[src/rtl/ivl_uvm_ovl_step_pkg.sv]
// Shared types and fire-bus indices for the step checker.
// Imported by the checker top and its step-arithmetic sub-module.
package ivl_uvm_ovl_step_pkg;

    typedef enum logic [1:0] {
        STEP_DEC = 2'd0,
        STEP_INC = 2'd1,
        STEP_ANY = 2'd2
    } step_mode_e;

    typedef enum logic {
        IDLE  = 1'b0,
        ARMED = 1'b1
    } state_e;

    localparam int FIRE_STEP  = 0;
    localparam int FIRE_XZ    = 1;
    localparam int FIRE_COVER = 2;

endpackage

[src/rtl/ivl_uvm_ovl_step_calc.sv]
// Step arithmetic and legality test between the held reference and the new sample.
// Purely combinational; no latency, no flow control.
module ivl_uvm_ovl_step_calc
    import ivl_uvm_ovl_step_pkg::*;
#(
    parameter int WIDTH      = 2,
    parameter int MODE       = 0,
    parameter int MIN_STEP   = 1,
    parameter int MAX_STEP   = 1,
    parameter int ALLOW_WRAP = 1
) (
    input  logic [WIDTH-1:0] prev,
    input  logic [WIDTH-1:0] test_expr,
    output logic [WIDTH:0]   dn,
    output logic [WIDTH:0]   up,
    output logic             wrap_dn,
    output logic             wrap_up,
    output logic             legal
);

    localparam logic [WIDTH:0] MIN_V = (WIDTH+1)'(MIN_STEP);
    localparam logic [WIDTH:0] MAX_V = (WIDTH+1)'(MAX_STEP);
    localparam logic [WIDTH:0] MASK  = {1'b0, {WIDTH{1'b1}}};

    logic dec_ok;
    logic inc_ok;

    // Differences are taken one bit wider, then folded back modulo 2**WIDTH.
    assign dn      = ({1'b0, prev} - {1'b0, test_expr}) & MASK;
    assign up      = ({1'b0, test_expr} - {1'b0, prev}) & MASK;
    assign wrap_dn = test_expr > prev;
    assign wrap_up = test_expr < prev;

    assign dec_ok = (dn >= MIN_V) && (dn <= MAX_V) && ((ALLOW_WRAP != 0) || !wrap_dn);
    assign inc_ok = (up >= MIN_V) && (up <= MAX_V) && ((ALLOW_WRAP != 0) || !wrap_up);

    always_comb begin
        legal = dec_ok | inc_ok;
        if (MODE == int'(STEP_DEC)) begin
            legal = dec_ok;
        end else if (MODE == int'(STEP_INC)) begin
            legal = inc_ok;
        end
    end

endmodule

[config.mk]
export PLATFORM = sky130hd
export DESIGN_NAME = ivl_uvm_ovl_step_calc
export DESIGN_NICKNAME = d
export VERILOG_FILES = /design/src/rtl/ivl_uvm_ovl_step_pkg.sv /design/src/rtl/ivl_uvm_ovl_step_calc.sv
export SDC_FILE = /design/constraint.sdc
export NUM_CORES = 1
export LEC_CHECK = 0
export ABC_AREA = 1
export CORE_AREA = 5 5 42 44
export DETAILED_ROUTE_END_ITERATION = 12
export DIE_AREA = 0 0 47 49
export PLACE_DENSITY = 0.45
export SYNTH_ARGS = -nofsm -noshare
export SYNTH_HDL_FRONTEND = slang
export SYNTH_SLANG_ARGS = --single-unit
[constraint.sdc]
create_clock -name vclk -period 1.9
set_input_delay 0.38 -clock vclk [all_inputs]
set_output_delay 0.38 -clock vclk [all_outputs]
set_load 0.005 [all_outputs]
# After elaboration in Yosys (flattened, before gate mapping)
# Cells that the tools add are included.
# classes
n_reduce_logical	1
n_lt_le_gt_ge	4
addsub	2
# ops
op	count
subtractor 2 bit	2
greater-or-equal comparator 2 x 1 -> 1 bit (second input constant)	1
> comparator 2 bit	1
less-or-equal comparator 2 x 1 -> 1 bit (second input constant)	1
< comparator 2 bit	1
logical AND 1 bit	1
# totals
ff_bits	0
in_bits	4
out_inout_bits	9
wordCells	7

# Logic depth before layout (Yosys ltp)
# logic_depth
ltp_word	3
mapped_depth	6

# Least setup slack after synthesis
# OpenSTA, ideal clock, no wires.
# synth_timing
path_type	input to output
startpoint	in test_expr[0]
endpoint	out wrap_dn
path_stages	4
setup_slack_ns	0.399
n_path_buf	0
arrival_time_ns	1.121
required_time_ns	1.520
path_cell_list	inv_1 > ha_1 > fa_1 > a21oi_1
# synth_via
elab_chain_cells	1
# synth_lines
item	line	rtl
start: declaration	ivl_uvm_ovl_step_calc.sv:13	input logic [WIDTH-1:0] test_expr,
> comparator 2 bit	ivl_uvm_ovl_step_calc.sv:31	assign wrap_dn = test_expr > prev;
end: declaration	ivl_uvm_ovl_step_calc.sv:16	output logic wrap_dn,
# No other way between the ends.

# Worst setup path in the final report
# layout_timing
startpoint	in test_expr[0]
endpoint	out up[0]
# layout_via
elab_chain_cells	1
# layout_lines
item	line	rtl
subtractor 2 bit	ivl_uvm_ovl_step_calc.sv:30	assign up = ({1'b0, test_expr} - {1'b0, prev}) & MASK;
end: declaration	ivl_uvm_ovl_step_calc.sv:15	output logic [WIDTH:0] up,
# No other way between the ends.

==> run_results.csv <==
group,metric,value,unit
floorplan,io_pins,13,
global_routing,grt_overflow,0,
global_routing,grt_pass1_wl,572,um
drt,wire_per_inst,6.98,um
synth,synthDistinctLibCells,9,
drt,wl_met2,199,um
drt,drt_first_pass_iters,1,
placed_design,io_buffers,11,
drt,wl_met1,103,um
setup_path,worstSetupEndpointType,"primary output",
cts,post-cts-setup-buffers,0,
finish,area_growth,103,%
drt,route.vias.total,151,
drt,route.detailed.drc,0,
floorplan,core_area,1400,sq um
power_and_ir_drop,power_frac_comb,1.000,
hold_path,min_path_type,"primary input to primary output",
finish,layout_common_cells,"inv_1, dlygate4sd2_1, buf_4",
sta,setup_viol,0,
setup_path,crit_fanout,3,
drt,viasPerCell,3.15,
setup_path,worst_path_largest_cell_delay,0.50,ns
sta,slew_violations,0,
drt,dr_wl_met3,31,um
power_and_ir_drop,power.density,243,nW/um^2
sta,min_period_over_period,0.976,
power_and_ir_drop,seqPwrFrac,0,
cts,hold_buffers,0,
sta,fmax,539,MHz
power_and_ir_drop,leakagePower,0.000159,uW
setup_path,crit_chain,"clkdlybuf4s15_2, buf_4, ha_4, inv_1, clkdlybuf4s50_1",
global_routing,grt_usage,0.0302,
setup_path,crit_buf_inv,4,
setup_path,critPathRequiredTime,1.52,ns
floorplan,dieArea,2300,sq um
finish,layout_commonest_cell,"inv_1",
setup_path,start_kind,"primary input",
power_and_ir_drop,p_int,40.0,uW
setup_path,crit_type,"primary input to primary output",
global_routing,grt_pass1_vias,148,
finish,seqCellArea,0,sq um
drt,wirelength,335,um
finish,layout-drive-gt1-share,0.438,
setup_path,critical-path-top-delay-family,"buffers and inverters",
setup_path,cpMaxStageDelayCell,"clkdlybuf4s50_1",
floorplan,row_count,14,
sta,finalHoldViolCount,0,
finish,diodes,0,
setup_path,worstSetupStartpoint,"test_expr[0]",
floorplan,start_util,0.101,
setup_path,arrival,1.47,ns
finish,nFlopsAndLatches,0,
setup_path,cp.depth,5,
floorplan,die_h,49,um
synth,ys_seq_area_frac,0,
drt,detail-route-antenna-nets,0,
run,drv_cap,0,
placed_design,place_area,268,sq um
global_routing,grt_max_degree,4,
synth,synth_warnings,0,
drt,top_layer_used,"met3",
power_and_ir_drop,swShare,0.426,
power_and_ir_drop,p_switching,29.6,uW
setup_path,endpoint,"up[0]",
finish,clockBufferCount,0,
run_status,status,"complete, no violations",
finish,finish.utilization,0.204,
sta,rsz0062_at_grt,"no",
placed_design,place.gp.congestion,0.572,
global_routing,antenna_found_initial,0,
drt,drtIter0Drc,0,
power_and_ir_drop,ir_drop,44.9,uV
synth,avgSynthCellArea,6.73,sq um
synth,syn_area,141,sq um
finish,fillers,164,
placed_design,dp_hpwl,317,um
floorplan,die-width,47,um
finish,nNetsFinal,42,
finish,stdcell_area,287,sq um
power_and_ir_drop,p_clk_frac,0,
synth,synth_cells,21,
sta,finalCriticalPeriod,1.85,ns
sta,fin_setup_tns,0,ns
[tightest hold or removal path: stages]
cell	delay, ns
clkdlybuf4s15_2	0.20
fa_2	0.20
inv_1	0.03
buf_2	0.11
[logic make-up after synthesis]
| logic type | after synthesis | synth area share |
|---|---|---|
| AOI/OAI and AO/OA | 1 | 0.0354 |
| adders and majority gates | 4 | 0.407 |
| buffers and inverters | 11 | 0.372 |
| other | 1 | 0.0265 |
| and+or+nand+nor | 4 | 0.159 |
[layout make-up]
class              instances  area, sq um  area share
multi-input cells         11          123       0.428
well taps                 16         20.0      0.0699
inverters                  8         30.0       0.105
repair buffers            13          114       0.397
[routing by layer]
| metal | global-route usage | vias up |
|---|---|---|
| met5 | 0 | - |
| met4 | 0 | 0 |
| met3 | 0 | 0 |
| met2 | 0.0679 | 6 |
| met1 | 0.0283 | 72 |
| li1 | - | 73 |
[power by group through the flow]
stage                     clock, uW  combinational (uW)  sequential [uW]
after floorplan                   0                32.8                0
after global placement            0                77.5                0
after detailed placement          0                77.8                0
after CTS                         0                73.0                0
after global routing              0                77.9                0
final                             0                69.6                0
[how the worst min path moves through the flow]
stage	from	cells past startpoint	to
2_1_floorplan	prev[1]	1	wrap_up
3_3_place_gp	test_expr[1]	5	up[1]
3_5_place_dp	test_expr[1]	5	up[1]
4_1_cts	prev[1]	4	up[1]
5_1_grt	prev[1]	4	up[1]
6_report	prev[1]	4	up[1]
[stage by stage]
stage	hold WS [ns]	total power (uW)	cells	setup WS, ns
6_report	1.30	69.6	48	0.0455
5_1_grt	1.32	77.9	48	0.00568
4_1_cts	1.31	73.0	48	0.0106
3_5_place_dp	1.90	77.8	48	-0.605
3_3_place_gp	1.89	77.5	48	-0.597
2_1_floorplan	0.937	32.8	22	0.399
[synth_stat cells]
| master | count | area [sq um] |
|---|---|---|
| conb_1 | 1 | 3.75 |
| inv_1 | 8 | 30.0 |
| fa_1 | 1 | 20.0 |
| nor2_2 | 1 | 6.26 |
| buf_4 | 3 | 22.5 |
| ha_1 | 3 | 37.5 |
| a21oi_1 | 1 | 5.00 |
| nand2_2 | 2 | 12.5 |
| nand2_1 | 1 | 3.75 |
[timing repair]
action,CTS,global route
endpoints found under the setup margin,7,3
pin swaps,1,1
resized for setup,21,5
Note: power is estimated with default switching activity, not from simulation.
